File: config.mk
export PLATFORM = sky130hd
export DESIGN_NAME = rect_issue_pacer
export DESIGN_NICKNAME = d
export VERILOG_FILES = /design/src/rtl/rect_issue_pacer.sv
export SDC_FILE = /design/constraint.sdc
export NUM_CORES = 1
export LEC_CHECK = 0
export ABC_AREA = 1
export BUFFER_PORTS_ARGS = -buffer_cell sky130_fd_sc_hd__buf_2
export CORE_ASPECT_RATIO = 0.75
export CORE_MARGIN = 2
export CORE_UTILIZATION = 56
export CTS_BUF_LIST = sky130_fd_sc_hd__clkbuf_2 sky130_fd_sc_hd__clkbuf_4 sky130_fd_sc_hd__clkbuf_8
export DETAILED_ROUTE_END_ITERATION = 8
export PLACE_DENSITY = 0.79
export SYNTH_ARGS = -nofsm -noshare
export SYNTH_HDL_FRONTEND = slang
export SYNTH_SLANG_ARGS = --single-unit
File: constraint.sdc
create_clock -name clk_i -period 1.7 [get_ports clk_i]
set_input_delay 0.085 -clock clk_i [delete_from_list [all_inputs] [get_ports clk_i]]
set_output_delay 0.085 -clock clk_i [all_outputs]
set_load 0.02 [all_outputs]
File: src/rtl/rect_issue_pacer.sv
// rect_issue_pacer: range-checks rectangle requests, queues them in a FIFO and issues one per 4-cycle slot.
// Define PACER_STATS_EN to add saturating accept/reject/bubble counters.
module rect_issue_pacer #(
    parameter int FIFO_DEPTH     = 8,
    parameter int ISSUE_PHASE    = 0,
    parameter int RESULT_LATENCY = 32,
    parameter int DIM_MIN        = 4,
    parameter int DIM_MAX        = 16
) (
    input  logic                          clk_i,
    input  logic                          rst_i,
    input  logic                          req_valid_i,
    output logic                          req_ready_o,
    input  logic [4:0]                    req_width_i,
    input  logic [4:0]                    req_height_i,
    output logic [4:0]                    width_o,
    output logic [4:0]                    height_o,
    output logic                          issue_o,
    output logic [1:0]                    slot_o,
    output logic                          res_valid_o,
    output logic                          reject_o,
    output logic [$clog2(FIFO_DEPTH):0]   fifo_count_o
`ifdef PACER_STATS_EN
    ,
    output logic [15:0]                   accept_cnt_o,
    output logic [15:0]                   reject_cnt_o,
    output logic [15:0]                   bubble_cnt_o
`endif
);

    localparam int AW = $clog2(FIFO_DEPTH);
    localparam int CW = AW + 1;
    localparam logic [CW-1:0] DEPTH_C   = CW'(FIFO_DEPTH);
    localparam logic [4:0]    DIM_MIN_C = 5'(DIM_MIN);
    localparam logic [4:0]    DIM_MAX_C = 5'(DIM_MAX);
    localparam logic [1:0]    PHASE_C   = 2'(ISSUE_PHASE);

    typedef struct packed {
        logic [4:0] w;
        logic [4:0] h;
    } rect_t;

    rect_t                     mem_q [FIFO_DEPTH];
    logic [AW-1:0]             wptr_q, wptr_d;
    logic [AW-1:0]             rptr_q, rptr_d;
    logic [CW-1:0]             count_q, count_d;
    logic                      ready_q, ready_d;
    logic [1:0]                slot_q, slot_d;
    rect_t                     out_q, out_d;
    logic                      issue_q, issue_d;
    logic                      reject_q, reject_d;
    // RESULT_LATENCY must be >= 2; tap [RESULT_LATENCY-1] lags issue_q by exactly RESULT_LATENCY cycles.
    logic [RESULT_LATENCY-1:0] res_sr_q, res_sr_d;

    logic hs;
    logic legal;
    logic push;
    logic pop;
    logic issue_slot;

    always_comb begin
        // NOTE: every signal written here gets a default first, so no path leaves it unassigned (no latch).
        hs         = req_valid_i & ready_q;
        legal      = (req_width_i  >= DIM_MIN_C) && (req_width_i  <= DIM_MAX_C) &&
                     (req_height_i >= DIM_MIN_C) && (req_height_i <= DIM_MAX_C);
        push       = hs & legal;
        issue_slot = (slot_q == PHASE_C);
        pop        = issue_slot && (count_q != '0);

        wptr_d   = push ? wptr_q + AW'(1) : wptr_q;
        rptr_d   = pop  ? rptr_q + AW'(1) : rptr_q;
        count_d  = count_q;
        if (push && !pop) begin
            count_d = count_q + CW'(1);
        end else if (!push && pop) begin
            count_d = count_q - CW'(1);
        end
        // Ready tracks next-cycle occupancy only, so a full FIFO cannot accept in the cycle it pops.
        ready_d  = (count_d < DEPTH_C);
        slot_d   = slot_q + 2'd1;

        out_d    = out_q;
        issue_d  = 1'b0;
        if (issue_slot) begin
            issue_d = pop;
            out_d   = pop ? mem_q[rptr_q] : '0;
        end

        reject_d = hs & ~legal;
        res_sr_d = {res_sr_q[RESULT_LATENCY-2:0], issue_q};
    end

    always_ff @(posedge clk_i) begin
        // NOTE: state registers use non-blocking assignments so every flop samples pre-edge values.
        if (!rst_i) begin
            wptr_q   <= '0;
            rptr_q   <= '0;
            count_q  <= '0;
            ready_q  <= 1'b0;
            slot_q   <= 2'd0;
            out_q    <= '0;
            issue_q  <= 1'b0;
            reject_q <= 1'b0;
            res_sr_q <= '0;
        end else begin
            wptr_q   <= wptr_d;
            rptr_q   <= rptr_d;
            count_q  <= count_d;
            ready_q  <= ready_d;
            slot_q   <= slot_d;
            out_q    <= out_d;
            issue_q  <= issue_d;
            reject_q <= reject_d;
            res_sr_q <= res_sr_d;
        end
    end

    // NOTE: FIFO storage is deliberately not reset; the pointers and count alone define validity.
    always_ff @(posedge clk_i) begin
        if (push) begin
            mem_q[wptr_q] <= {req_width_i, req_height_i};
        end
    end

`ifdef PACER_STATS_EN
    logic [15:0] accept_cnt_q, reject_cnt_q, bubble_cnt_q;

    always_ff @(posedge clk_i) begin
        if (!rst_i) begin
            accept_cnt_q <= '0;
            reject_cnt_q <= '0;
            bubble_cnt_q <= '0;
        end else begin
            if (push && accept_cnt_q != 16'hFFFF) begin
                accept_cnt_q <= accept_cnt_q + 16'd1;
            end
            if (reject_d && reject_cnt_q != 16'hFFFF) begin
                reject_cnt_q <= reject_cnt_q + 16'd1;
            end
            if (issue_slot && !pop && bubble_cnt_q != 16'hFFFF) begin
                bubble_cnt_q <= bubble_cnt_q + 16'd1;
            end
        end
    end

    assign accept_cnt_o = accept_cnt_q;
    assign reject_cnt_o = reject_cnt_q;
    assign bubble_cnt_o = bubble_cnt_q;
`endif

    assign req_ready_o  = ready_q;
    assign width_o      = out_q.w;
    assign height_o     = out_q.h;
    assign issue_o      = issue_q;
    assign slot_o       = slot_q;
    assign res_valid_o  = res_sr_q[RESULT_LATENCY-1];
    assign reject_o     = reject_q;
    assign fifo_count_o = count_q;

endmodule

; ---- Yosys cells after proc, flatten, opt, wreduce, memory -nomap -nowiden
; Memory sizes are Yosys's and may differ from the RTL's. A register that Yosys moved wholly into a read port is not among the register bits.
; Index checks and enable logic that the tools add are counted.
[op_classes]
n_eq_ne = 0
reduce_logical = 11
n_div = 0
shift = 0
muxes = 7
n_mul = 0
magnitude_cmp = 5
addsub = 5
bitwise_logic = 4
[ops]
columns = operator, count
row1 = $ge A5 B3 Y1 const B, 2
row2 = $le A5 B5 Y1 const B, 2
row3 = $mux W10, 1
row4 = $mux W4, 2
row5 = $add A3 B1 Y3 const B, 2
row6 = $logic_and A1 B1 Y1, 6
row7 = $mux W3, 2
row8 = $add A4 B1 Y4 const B, 1
row9 = $lt A4 B4 Y1 const B, 1
row10 = $reduce_bool A4 Y1, 1
row11 = $sub A4 B1 Y4 const B, 1
row12 = $and A1 B1 Y1, 3
row13 = $add A2 B1 Y2 const B, 1
row14 = $logic_not A1 Y1, 2
row15 = $logic_not A2 Y1, 1
row16 = $mux W1, 2
row17 = $reduce_and A2 Y1, 1
row18 = $not A1 Y1, 1
[word_totals]
input_bits = 13
mem_bits_ro = 0
memories = 1
ram_bits = 80
output_inout_bits = 20
latch_bits = 0
register_bits = 57
wordCells = 43
[memory_table]
columns = name, depth, word_bits, read_ports, rd_clocked_by_memory_dff, write_ports, line
row1 = mem_q, 8, 10, 1, 1, 1, 43  ; rect_t mem_q [FIFO_DEPTH];

; ---- Longest topological paths before layout
; Gate-level depths: netlist of the first run.
[depth]
depth_word = 10
mapped_depth = 13
ltp_nobuf = 12

; ---- Worst setup path after synthesis of the first run
; OpenSTA, ideal clock, no wires.
[synth_timing]
path_type = reg-to-reg
startpoint = reg ready_q, in the netlist req_ready_o
endpoint = mem mem_q[1][0] (netlist bit), enable pin
path_slack_ps = -279
path_stages_with_launch = 6
period_less_slack_ps = 1979
n_path_buf = 1
setup_ps = 390
arrival_time_ps = 1589
required_time_ps = 1310
cell_sequence = dfxtp_1 -> nand2_1 -> inv_1 -> nand4_1 -> buf_4 -> nor3_1
[synth_between]
elab_chain_len = 4
[synth_lines]
columns = element, line
row1 = start: declaration, 47  ; logic ready_q, ready_d;
row2 = start signal: assignment, 109  ; ready_q <= ready_d;
row3 = $and A1 B1 Y1, 63  ; hs = req_valid_i & ready_q;
row4 = $and A1 B1 Y1, 66  ; push = hs & legal;
row5 = $mux W1, 120  ; if (push) begin
row6 = $mux W1 (not written as such), 121  ; mem_q[wptr_q] <= {req_width_i, req_height_i};
row7 = end: declaration, 43
; No other way between the ends.

; ---- Worst setup path after layout of the first run
[layout_timing]
startpoint = in req_height_i[4]
endpoint = reg count_q[2], in the netlist fifo_count_o[2]
[layout_between]
elab_chain_len = 8
elab_cells_between_ends = 10
cone_classes = order compare: 2 / mux: 2 / bitwise: 1 / reduce/logical: 5
[layout_lines]
columns = element, line
row1 = start: declaration, 15  ; input logic [4:0] req_height_i,
row2 = $ge A5 B3 Y1, 65  ; (req_height_i >= DIM_MIN_C) && (req_height_i <= DIM_MAX_C);
row3 = $logic_and A1 B1 Y1, 64  ; legal = (req_width_i >= DIM_MIN_C) && (req_width_i <= DIM_MAX_C) &&
row4 = $logic_and A1 B1 Y1 (*), 65
row5 = $and A1 B1 Y1 (*), 66
row6 = $logic_not A1 Y1, 75  ; end else if (!push && pop) begin
row7 = $logic_and A1 B1 Y1, 75
row8 = $mux W4, 75
row9 = $mux W4 (*), 73  ; if (push && !pop) begin
row10 = end signal: assignment, 108  ; count_q <= count_d;
row11 = end: declaration, 46  ; logic [CW-1:0] count_q, count_d;
; Mark *: on every way between the ends. The rest lies on a longest branch, timed or not.
; A chain may end at the register's enable or synchronous reset.

==> results, run 1 <==
- The run finished, with violations left.
- The final reports fail on setup timing.
- The die footprint is approximately 0.011 mm².
- The final max-slew violation count is 0.
- The signal on the critical path passes through dlygate4sd3_1 > buf_6 > inv_1 > nand2_1 > nand2_1 > inv_2 > nand4_1 > buf_4 > ha_4 > inv_1 > nor2_2 > o2bb2ai_1 > o21ai_0 > inv_1.
- In this run the tool buffered the top-level ports with 32 buffer cells.
- The final period utilization is 1.01.
- At the worst endpoint, the required time is 2.02 ns.
- The clock drives 140 sinks.
- The maximum number of pins on one net before global-route repair is 42.
- The initial standard-cell utilization of the core is 0.569.
- The die is 118 µm wide.
- The final route contains 3914 vias.
- The worst hold path begins at req_height_i[3].
- For the pin with the worst max-slew slack, the measured transition is 0.475 ns.
- Summing all placed instances gives a cell area of 0.00577 mm².
- The later pin in the worst-skew pair is clocked with a latency of 0.44 ns.
- Power spread over the standard cell area amounts to 1500 mW/mm².
- The complex-gate fraction of the synthesized area is 0.0509.
- The final design area excluding fillers is 0.00638 mm².
- The sequential-to-total area share from yosys stat is 0.663.
- In the routed design, unresolved DRC markers number 0.
- The internal reg-to-reg setup slack is -0.01 ns.
- In this run the core area contains 31 standard-cell rows.
- The critical setup path kind is in2reg.
- In this run the critical register-to-register path is captured at fifo_count_o[2].
- The number of antenna violations at the first check in global routing was 0.
- The critical path launch point type is an input pin.
- The final core utilization is 0.669.
- In the routed layout, each cell is associated on average with a via count of roughly 5.3.
- Broken down by cell family, the worst path's largest delay share belongs to buffers and inverters.
- The peak supply drop is 0.00102 V.
- The tightest slew margin relative to the limit is 0.681.
- The total nets after synthesis is 549.
- The overall overflow remaining after global route is 0.
- The number of buffer and inverter stages on the critical path is 7.
- For this run, the total global-route usage over all layers was measured as 0.237.
- The number of ports placed on the die boundary is 33.
- The number of cells on the worst reg-to-reg path is 9.
- Before antenna repair, the detailed router went through 5 iterations.
- The clock arrives with 0.0126 ns of skew.
- The hold violation total from the final report was 0.
- The worst hold path was traced through 2 stages.
- The slowest library cell on the worst path is dlygate4sd3_1.
- Of the total synthesized cell area, the portion taken by full adders, half adders and majority gates is 0.0161.
- The cell seen most often among critical-path stages is inv_1.
- The area growth from synthesis to layout is 17.5%.
- The number of inserted diodes is 0.
- Max-cap violations in this run came to 0.
- The tree is rooted in a clkbuf_8.
- The start of the worst register-to-register path is fifo_count_o[1].
- TritonCTS built the clock tree.
- The gate count of the mapped netlist is 529.
- In the layout the commonest cells are nand2_1 (113), edfxtp_1 (80), nor2_1 (69), dfxtp_1 (57), inv_1 (52).
- The simple-gate portion of the synthesized area is 0.183.
- In the final layout, the share of cells above drive strength 1 is 0.206.
- The detailed-route wire length is 12100 µm.
- The element type at the critical path end is a flip-flop.
- The library cell used most frequently in the layout, excluding fill and tap cells, is nand2_1.
- Of the total synthesized cell area, the portion taken by XOR and XNOR cells is 0.00484.
- Summing every instance area after synthesis gives roughly 0.0054 mm².
- Averaged over all synthesized cells, the footprint is 10.3 µm².
- Counting along the longest clock path gives a buffer depth of 2.
- Synthesis instantiated 31 different standard cells from the library.
- The end point of the worst hold path is mem_q[2][3].
- The timing-limited maximum frequency is 581 MHz.
- The via count of the first global-routing pass is 3542.
- The type of the tightest min-delay check is in2reg.
- The yosys synthesis warning count is 0.
- The final routed wire length divided by cell count is 16.3 µm.
- The routed design could run at a clock period as short as ~1.7 ns.
- The post-CTS clock slew at the launch and capture registers of the worst setup and hold paths is approximately 0.08 ns.
- Once routing completed, OpenROAD measured the worst setup slack at -0.0227 ns.
- The number of flops mapped to enable cells by yosys is 80.
- The wire length of the first global-routing pass is 18300 µm.
- The arrival time of the worst setup path is 2.05 ns.
- The detailed placement HPWL is about 7500 µm.
- The mux contribution to synthesized area is 0.
- The share of synthesized area in the top cell type comes to 0.442.
- From bottom edge to top edge, the die measures 89.3 µm.
- Once detail routing completed, the nets flagged for antenna violations numbered 0.
- The initial DRC count is 372.
- On the worst path, the slowest cell contributes a delay of between 0.5 and 0.6 ns.
- Of all flip-flops after synthesis, the portion carrying an async set or reset was 0.
- Setup violations remaining at the end of the flow were counted as 1.
- The dominant cell type by area after synthesis is edfxtp_1.
- By area the synthesized netlist is led by edfxtp_1 (44%), dfxtp_1 (22%), nand2_1 (7.9%).
- The number of clock buffers inserted by TritonCTS is 17.
- The area of the core region is around 0.0095 mm².
- The H-tree generated during clock tree synthesis spans 4 levels.
- The register bit count reported by yosys is 140.
- After synthesis, the largest family of logic cells by area is simple AND/OR/NAND/NOR gates.
- The analysis attributes to cell leakage a power of around 2.8 nW.
- The routability congestion estimate from global placement is between 0.9 and 1.
- The most used flip-flop cell after synthesis is edfxtp_1.
- For this run, the post-layout net count is 613.
- The largest fanout on the critical path is 4.
[cell families after synthesis]
| kind of cell | Yosys count |
|---|---|
| AOI/OAI and AO/OA | 54 |
| xor gates and xnor gates | 3 |
| adders and majority gates | 7 |
| buffers and inverters | 85 |
| DFF | 140 |
| and+or+nand+nor | 240 |
[worst max path at each step]
| stage | end | slack [ns] | from | cells past startpoint |
|---|---|---|---|---|
| global route | fifo_count_o[2] | -0.18 | req_ready_o | 9 |
| floorplan | mem_q[1][0] | -0.28 | req_ready_o | 5 |
| global placement | mem_q[3][9] | -0.004 | req_width_i[2] | 8 |
| detailed placement | fifo_count_o[1] | -0.03 | req_width_i[2] | 13 |
| finish | fifo_count_o[2] | -0.02 | req_height_i[4] | 14 |
| CTS | fifo_count_o[1] | 0.003 | fifo_count_o[0] | 12 |
[power by group]
part	switching [mW]	total, mW	internal [mW]
clock	1.23	3.04	1.81
combinational	1.76	2.58	0.825
sequential	0.156	3.95	3.79
[flip-flops by register name, summed over array words and instances, names as in the netlist, named ones only]
register      flops
mem_q            80
res_sr_q         32
height_o          5
width_o           5
fifo_count_o      3
rptr_q            3
wptr_q            3
slot_o            2
issue_o           1
reject_o          1
req_ready_o       1
[through the flow]
| stage | setup TNS (ns) | hold WS, ns | total power, mW | worst slack, ns | std cells |
|---|---|---|---|---|---|
| finish | -0.0227 | 0.0269 | 9.57 | -0.0227 | 738 |
| global route | -0.310 | 0.00968 | 10.1 | -0.175 | 738 |
| CTS | 0 | 0.00966 | 9.46 | 0.00294 | 733 |
| detailed placement | -0.426 | 0.396 | 6.41 | -0.0339 | 697 |
| global placement | -0.0370 | 0.392 | 6.35 | -0.00411 | 697 |
| floorplan | -11.16 | 0.184 | 5.91 | -0.279 | 529 |
[cells in the mapped netlist (6+ instances only)]
library cell / count
inv_1: 56
a21oi_1: 18
dfxtp_1: 60
o21ai_1: 18
clkbuf_1: 6
nand2_2: 8
nand3_1: 36
o21ai_0: 16
ha_1: 7
nand2_1: 114
edfxtp_1: 80
buf_6: 8
nor2_1: 72
[layer usage]
layer  GRT usage  vias to the layer above  routed length, µm
li1            -                     1845                  -
met1       0.320                     1848               5210
met2       0.376                      194               5620
met3      0.0612                       27                988
met4      0.0931                        0                236
met5           0                        -                  0
[what timing repair did]
action,CTS,global route
buffers inserted,0,2
hold buffers,4,0
endpoints found under the hold margin,20,0
gates resized for setup,1,30
setup endpoints to repair,1,84
pin swaps,0,3
gates cloned,0,3
[cell type report]
cell class	instances	area [µm²]
Clock buffer	20	263
Clock inverter	12	191
Fill cell	755	3160
Inverter	63	246
Multi-Input combinational cell	304	1450
Sequential cell	140	3610
Tap cell	132	165
Timing Repair Buffer	67	460
Note: power is estimated with default switching activity, not from simulation.
==> inputs of run 2 (changes only) <==
- HOLD_SLACK_MARGIN: unset -> 0.05
==> run 2 against run 1 <==
  * The flow still finishes with violations (setup timing)
  * Via count up 0.38%
  * Register-to-register slack about the same
  * Final area up 1.5%
  * Largest power group unchanged
  * Global-route usage up 0.24 points
  * Combinational power about the same
  * Critical path depth down 3
  * Sequential cell count unchanged
  * Clock power about the same
  * Sequential share of layout area down 0.84 points
==> results, run 2 (synthesis gave the netlist of run 1 again) <==
- The flip-flop count of the largest register after layout is 80 (unchanged).
- The overall overflow remaining after global route was 0 (unchanged).
- The routability congestion estimate from global placement is 0.905 (unchanged).
- The leakage power of the design came to 2.89 nW (was 2.85 nW).
- The clock tree buffer depth is 2 (unchanged).
- The end point of the worst hold path is slot_o[0] (was mem_q[2][3]).
- The slowest library cell on the worst path was dfxtp_4 (was dlygate4sd3_1).
- The overall power is 9.55 mW (was 9.57 mW).
- The die footprint was 0.0105 mm² (unchanged).
- The via count of the first global-routing pass is 3605 (was 3542).
- The die height is 89.3 µm (unchanged).
- Failing checks: setup timing (unchanged).
- The number of nets with antenna violations after routing is 0 (unchanged).
- The number of iterations in the first detailed-routing pass came to 5 (unchanged).
- The layout filler cell count is 745 (was 755).
- The largest fanout on the critical path is 5 (was 4).
- The number of nets at the end of the flow is 621 (was 613).
- The required time at the endpoint of the critical path is 2.03 ns (was 2.02 ns).
- The remaining design rule violation count is 0 (unchanged).
- The total number of H-tree levels is 4 (unchanged).
- The slew of the pin with the lowest slew margin is 0.464 ns (was 0.475 ns).
- The delay contributed by the slowest stage of the critical path is 0.37 ns (was 0.54 ns).
- The maximum number of pins on one net before global-route repair is 42 (unchanged).
- The layout cell share with drive strength beyond 1 is 0.204 (was 0.206).
- The end of the worst register-to-register path is fifo_count_o[2] (unchanged).
- The largest register by flop count is mem_q (unchanged).
- Setup repair after global routing could not meet its margin everywhere.
- The critical path launch point type is a flip-flop (was input pin).
- The number of ports placed on the die boundary is 33 (unchanged).
- The power density over the cells is 1470 mW/mm² (was 1500 mW/mm²).
- The startpoint of the worst setup timing path was fifo_count_o[0] (was req_height_i[4]).
- The most common cell after layout, fill and taps aside is nand2_1 (unchanged).
- The peak supply drop was 0.00103 V (was 0.00102 V).
- The overall die width is 118 µm (unchanged).
- The overall fraction of global-route tracks in use is 0.240 (was 0.237).
- The internal reg-to-reg setup slack is -0.006 ns (was -0.01 ns).
- The element type at the critical path end is a flip-flop (unchanged).
- The top cell family by delay on the critical path was flip-flops (was buffers and inverters).
- The number of buffer cells added on primary ports is 32 (unchanged).
- The count of final setup violators came to 1 (unchanged).
- The arrival time of the worst setup path came to 2.03 ns (was 2.05 ns).
- The post-CTS clock slew at the launch and capture registers of the worst setup and hold paths is 0.08 ns (about the same).
- The worst setup margin was -0.00644 ns (was -0.0227 ns).
- The detailed placement HPWL is 7520 µm (unchanged).
- The final period utilization is 1.00 (was 1.01).
- The post-route minimum period is 1.71 ns (was 1.72 ns).
- The number of clock buffers inserted by TritonCTS is 17 (unchanged).
- The count of standard-cell rows is 31 (unchanged).
- The type of the tightest min-delay check is in2reg (unchanged).
- The origin of the worst min-delay path was rst_i (was req_height_i[3]).
- The wire length of the first global-routing pass came to 18500 µm (was 18300 µm).
- The clock latency reported for the late side of the worst-skew pair was 0.44 ns (about the same).
- The number of vias per cell is 5.27 (was 5.30).
- The cell count of the worst hold path is 3 (was 2).
- The final max-slew violation count is 0 (unchanged).
- The number of clock sinks seen by CTS is 140 (unchanged).
- The number of antenna violations at the first check in global routing came to 0 (unchanged).
- The total number of vias is 3929 (was 3914).
- The number of inserted diodes is 0 (unchanged).
- The start of the worst register-to-register path is fifo_count_o[0] (was fifo_count_o[1]).
- The initial standard-cell utilization of the core was 0.569 (unchanged).
- The critical setup path kind was reg2reg (was in2reg).
- The final routed wire length divided by cell count is 16.2 µm (was 16.3 µm).
- Worst path cell trace: inv_2 > ha_4 > nand3_2 > nand2_4 > inv_2 > ha_4 > inv_1 > nor2_2 > o2bb2ai_1 > o21ai_0 > inv_1 (was dlygate4sd3_1 > buf_6 > inv_1 > nand2_1 > nand2_1 > inv_2 > nand4_1 > buf_4 > ha_4 > inv_1 > nor2_2 > o2bb2ai_1 > o21ai_0 > inv_1).
- The number of max-capacitance violations reported is 0 (unchanged).
- The depth of the most critical reg-to-reg path is 11 (was 9).
- The initial DRC count came to 437 (was 372).
- The root buffer cell is clkbuf_8 (unchanged).
- The timing-limited maximum frequency is 586 MHz (was 581 MHz).
- The tightest slew margin relative to the limit is 0.689 (was 0.681).
- The layout overhead on the synthesized area is 19.3% (was 17.5%).
- The detailed-route wire length was 12100 µm (about the same).
- The area of the core region is 0.00954 mm² (unchanged).
- The number of buffer and inverter stages on the critical path is 4 (was 7).
- The setup skew after layout is 0.0109 ns (was 0.0126 ns).
- The clock tree from TritonCTS is yes (unchanged).
- Leading cell types in the layout, fill and taps excluded: nand2_1 (112), edfxtp_1 (80), nor2_1 (69), dfxtp_1 (57), inv_1 (54) (was nand2_1 (113), edfxtp_1 (80), nor2_1 (69), dfxtp_1 (57), inv_1 (52)).
- Outcome: finished, violations left (unchanged).
- The final core utilization is 0.679 (was 0.669).
- The hold violation total from the final report is 0 (unchanged).
- Largest registers: mem_q: 80 flops, res_sr_q: 32 flops (unchanged).
-- run 2: worst register-to-register path: stages (launching register included) --
cell,delay [ns]
dfxtp_4,0.37
inv_2,0.11
ha_4,0.16
nand3_2,0.09
nand2_4,0.10
inv_2,0.05
ha_4,0.15
inv_1,0.08
nor2_2,0.05
o2bb2ai_1,0.12
o21ai_0,0.23
inv_1,0.08
-- run 2: how the worst max path moves through the flow --
stage / end / slack [ns] / cells past startpoint
finish: fifo_count_o[2] / -0.006 / 11
CTS: fifo_count_o[1] / 0.003 / 12
global placement: mem_q[3][9] / -0.004 / 8
detailed placement: fifo_count_o[1] / -0.03 / 13
floorplan: mem_q[1][0] / -0.28 / 5
global route: fifo_count_o[2] / -0.14 / 14
-- run 2: repair_timing --
item,in CTS,in global routing
endpoints found under the hold margin,67,0
hold buffers,12,0
pin swaps,0,3
setup buffers,0,2
gates cloned,0,3
setup endpoints to repair,1,84
resized for setup,1,32
-- run 2: metal layers --
layer,global-route usage,up-vias,part of all wire
met2,0.381,171,0.47
li1,-,1863,-
met5,0,-,0
met1,0.321,1866,0.43
met4,0.0975,0,0.022
met3,0.0631,29,0.080
-- run 2: final cells by class --
class                           instances  area [µm²]  share of cell area
Clock buffer                           20         263              0.0405
Clock inverter                         12         191              0.0295
Inverter                               63         244              0.0377
Multi-Input combinational cell        304        1460               0.226
Sequential cell                       140        3610               0.557
Tap cell                              132         165              0.0255
Timing Repair Buffer                   75         543              0.0838
-- run 2: through the flow --
step	hold slack (ns)	instances	cell area (µm²)	setup WS, ns	setup TNS, ns
finish	0.131	746	6480	-0.00644	-0.00644
global route	0.126	746	6480	-0.145	-0.783
CTS	0.115	741	6350	0.00294	0
detailed placement	0.396	697	5770	-0.0339	-0.426
global placement	0.392	697	5770	-0.00411	-0.0370
floorplan	0.184	529	5440	-0.279	-11.16
-- run 2: report_power, final --
group	switching (mW)	internal (mW)
combinational	1.74	0.835
clock	1.22	1.81
sequential	0.149	3.79
total	3.11	6.44
==> inputs of run 3 (changes only) <==
- ABC_AREA: 1 -> unset
- BUFFER_PORTS_ARGS: -buffer_cell sky130_fd_sc_hd__buf_2 -> -buffer_cell sky130_fd_sc_hd__clkbuf_2
- GPL_ROUTABILITY_DRIVEN: unset -> 0
==> run 3 against run 2 <==
  * The run still ends with setup timing left
  * Global-route usage is 1.0 points lower
  * Area after synthesis is 6.5% lower
  * Hold slack improved by 0.073 ns
  * Die area fell by 6.2%
  * Maximum frequency fell by 15%
  * Largest power group unchanged
  * Setup slack got worse by 0.30 ns
  * Sequential power down 4%
  * Register-to-register slack worse by 0.30 ns
  * Combinational power decreased by 38%
  * Sequential cell count unchanged
  * Clock skew about the same
==> results, run 3 <==
- The peak supply drop was 0.00114 V (was 0.00103 V).
- The total nets after synthesis came to 347 (was 549).
- The detailed-route wire length is 10900 µm (was 12100 µm).
- Worst path cell trace: inv_1 > ha_2 > o31a_1 > inv_2 > ha_4 > buf_6 > nand2_2 > o41ai_2 > a222oi_1 > a21oi_1 (was inv_2 > ha_4 > nand3_2 > nand2_4 > inv_2 > ha_4 > inv_1 > nor2_2 > o2bb2ai_1 > o21ai_0 > inv_1).
- The critical path launch point type is a flip-flop (unchanged).
- The overall fraction of global-route tracks in use is 0.229 (was 0.240).
- The hold violation total from the final report is 0 (unchanged).
- The clock tree from TritonCTS was yes (unchanged).
- The wire length of the first global-routing pass came to 16200 µm (was 18500 µm).
- The overall overflow remaining after global route came to 0 (unchanged).
- The final period utilization is 1.18 (was 1.00).
- The maximum number of pins on one net before global-route repair was 37 (was 42).
- The critical setup path kind was reg2reg (unchanged).
- The area of the core region is 0.00893 mm² (was 0.00954 mm²).
- The overall die width is 114 µm (was 118 µm).
- The worst setup margin is -0.303 ns (was -0.00644 ns).
- The timing-limited maximum frequency is 499 MHz (was 586 MHz).
- The required time at the endpoint of the critical path is 2.02 ns (was 2.03 ns).
- The die height is 86.5 µm (was 89.3 µm).
- The most frequent cell after synthesis is edfxtp_1 (was nand2_1).
- The final routed wire length divided by cell count came to 19.2 µm (was 16.2 µm).
- The largest fanout on the critical path is 6 (was 5).
- The number of buffer and inverter stages on the critical path is 3 (was 4).
- Leading cell types in the layout, fill and taps excluded: edfxtp_1 (80), dfxtp_1 (56), buf_4 (55), and2_1 (33), clkbuf_2 (32) (was nand2_1 (112), edfxtp_1 (80), nor2_1 (69), dfxtp_1 (57), inv_1 (54)).
- The layout cell share with drive strength beyond 1 is 0.407 (was 0.204).
- The arrival time of the worst setup path is 2.32 ns (was 2.03 ns).
- The number of inserted diodes is 0 (unchanged).
- The total negative setup slack was -1.02 ns (was -0.00644 ns).
- The register bit count reported by yosys came to 140 (unchanged).
- The post-route minimum period is 2.00 ns (was 1.71 ns).
- The sequential-to-total area share from yosys stat is 0.709 (was 0.663).
- The layout overhead on the synthesized area is 32.5% (was 19.3%).
- Commonest cells in the synthesized netlist: edfxtp_1 (80), dfxtp_1 (60), and2_1 (33) (was nand2_1 (114), edfxtp_1 (80), nor2_1 (72)).
- The setup skew after layout is 0.0107 ns (was 0.0109 ns).
- The root buffer cell was clkbuf_8 (unchanged).
- Top post-synthesis cells by area: edfxtp_1 (47%), dfxtp_1 (24%), mux4_2 (8.9%) (was edfxtp_1 (44%), dfxtp_1 (22%), nand2_1 (7.9%)).
- The initial DRC count is 189 (was 437).
- The number of iterations in the first detailed-routing pass is 5 (unchanged).
- The share of the synthesized area in the top cell type is 0.473 (was 0.442).
- The delay contributed by the slowest stage of the critical path is 0.40 ns (was 0.37 ns).
- The number of antenna violations at the first check in global routing is 0 (unchanged).
- The gate count of the mapped netlist was 327 (was 529).
- The element type at the critical path end is a flip-flop (unchanged).
- The initial standard-cell utilization of the core came to 0.569 (about the same).
- The count of final setup violators is 9 (was 1).
- Failing checks: setup timing (unchanged).
- The most common cell after layout, fill and taps aside was edfxtp_1 (was nand2_1).
- The dominant cell type by area after synthesis was edfxtp_1 (unchanged).
- The largest register by flop count was mem_q (unchanged).
- The most used flip-flop cell after synthesis is edfxtp_1 (unchanged).
- The number of vias per cell is 5.47 (was 5.27).
- RSZ-0062 raised after global routing: true (unchanged).
- The clock tree buffer depth is 2 (unchanged).
- The worst hold-check slack came to 0.205 ns (was 0.131 ns).
- The top cell family by delay on the critical path was compound AO/OA/AOI/OAI gates (was flip-flops).
- The slew of the pin with the lowest slew margin is 0.481 ns (was 0.464 ns).
- The count of different cell masters after synthesis is 39 (was 31).
- The number of ports placed on the die boundary came to 33 (unchanged).
- The number of buffer cells added on primary ports was 32 (unchanged).
- The yosys synthesis warning count is 0 (unchanged).
- The final max-slew violation count came to 0 (unchanged).
- Largest registers: mem_q: 80 flops, res_sr_q: 32 flops (unchanged).
- The total number of vias was 3112 (was 3929).
- The proportion of register bits with asynchronous set or reset after synthesis is 0 (unchanged).
- The final core utilization was 0.754 (was 0.679).
- The detailed placement HPWL came to 6500 µm (was 7520 µm).
- The slowest library cell on the worst path is a222oi_1 (was dfxtp_4).
- The remaining design rule violation count came to 0 (unchanged).
- The leakage power of the design is 2.51 nW (was 2.89 nW).
- The die footprint came to 0.00986 mm² (was 0.0105 mm²).
- The average footprint of a synthesized cell was 15.5 µm² (was 10.3 µm²).
- The clock latency reported for the late side of the worst-skew pair is 0.46 ns (was 0.44 ns).
- The number of nets at the end of the flow came to 464 (was 621).
- The number of clock buffers inserted by TritonCTS came to 17 (unchanged).
- The via count of the first global-routing pass is 3145 (was 3605).
- The power density over the cells came to 1260 mW/mm² (was 1470 mW/mm²).
- The flip-flop count of the largest register after layout is 80 (unchanged).
- The total number of H-tree levels is 4 (unchanged).
- The number of nets with antenna violations after routing is 0 (unchanged).
- The post-CTS clock slew at the launch and capture registers of the worst setup and hold paths was 0.09 ns (was 0.08 ns).
- The count of standard-cell rows came to 30 (was 31).
- Outcome: finished, violations left (unchanged).
- The number of max-capacitance violations reported came to 0 (unchanged).
- The number of flops mapped to enable cells by yosys is 80 (unchanged).
- The tightest slew margin relative to the limit is 0.675 (was 0.689).
- The layout filler cell count was 530 (was 745).
- The number of clock sinks seen by CTS is 140 (unchanged).
- The post-synthesis cell area is 0.00508 mm² (was 0.00543 mm²).
- The placement-stage worst setup slack is -0.424 ns (was -0.0339 ns).
- The type of the tightest min-delay check is in2reg (unchanged).
run 3: cell types whose count changed in the layout (fill, tap and decap cells not counted), moves of 29 or more:
cell,delta
and2_1,+33
buf_2,-31
buf_4,+29
clkbuf_2,+32
inv_1,-48
nand2_1,-97
nand3_1,-32
nor2_1,-59
run 3: metrics by stage:
step	instance area [µm²]	std cells	total power, mW
2_1_floorplan	5220	327	4.68
3_3_place_gp	5950	514	5.19
3_5_place_dp	5950	514	5.24
4_1_cts	6600	563	8.43
5_1_grt	6730	569	8.81
6_report	6730	569	8.50
run 3: power breakdown:
part | total (mW) | internal (mW) | switching, mW
combinational | 1.61 | 0.832 | 0.779
clock | 3.12 | 1.78 | 1.35
sequential | 3.77 | 3.70 | 0.0720
total | 8.50 | 6.31 | 2.20
run 3: kinds of logic (layout without fill, tap and decap cells):
family / count (synthesis) / count (layout) / share of synthesized area
AO/OA/AOI/OAI: 33 / 33 / 0.0426
XOR/XNOR: 2 / 2 / 0.00345
adder cells (fa/ha/maj): 7 / 7 / 0.0172
buffers and inverters: 24 / 154 / 0.0182
flip-flops: 140 / 140 / 0.709
multiplexers: 33 / 33 / 0.114
AND/OR/NAND/NOR: 88 / 88 / 0.0951
run 3: area by class of cell:
class / instances / area (µm²) / area share
clock buffers: 17 / 234 / 0.0348
clock inverters: 15 / 231 / 0.0344
inverters: 10 / 42.5 / 0.00632
multi-input cells: 163 / 1550 / 0.230
flip-flops and latches: 140 / 3610 / 0.537
well taps: 112 / 140 / 0.0208
repair buffers: 112 / 918 / 0.136
run 3: tightest hold or removal path: cells and delay by family:
family,cells,cell delay (ns)
buffers and inverters,2,0.21
AND/OR/NAND/NOR,2,0.22
AO/OA/AOI/OAI,1,0.10
run 3: routing by layer:
metal  share of wire  up-vias  wire length (µm)  GRT usage
met5               0        -                 0          0
met4           0.024        0               260      0.109
met3           0.067       25               735     0.0622
met2            0.51       93              5520      0.374
met1            0.40     1539              4380      0.290
li1                -     1455                 -          -
run 3: worst paths after layout:
check	start	to	slack (ns)	depth (start not counted)
setup / recovery	slot_o[1]	flip-flop	-0.30	10
hold / removal	req_height_i[2]	reject_o	0.20	5
setup reg to reg	slot_o[1]	flip-flop	-0.30	10
hold reg to reg	res_sr_q[26]	res_sr_q[27]	0.44	1
run 3: repair_timing:
item / in CTS / in global routing
cloned: 0 / 2
endpoints found under the hold margin: 82 / 0
resized for setup: 10 / 16
setup buffers: 4 / 6
hold buffers: 13 / 0
endpoints found under the setup margin: 5 / 44
pin swaps: 5 / 10
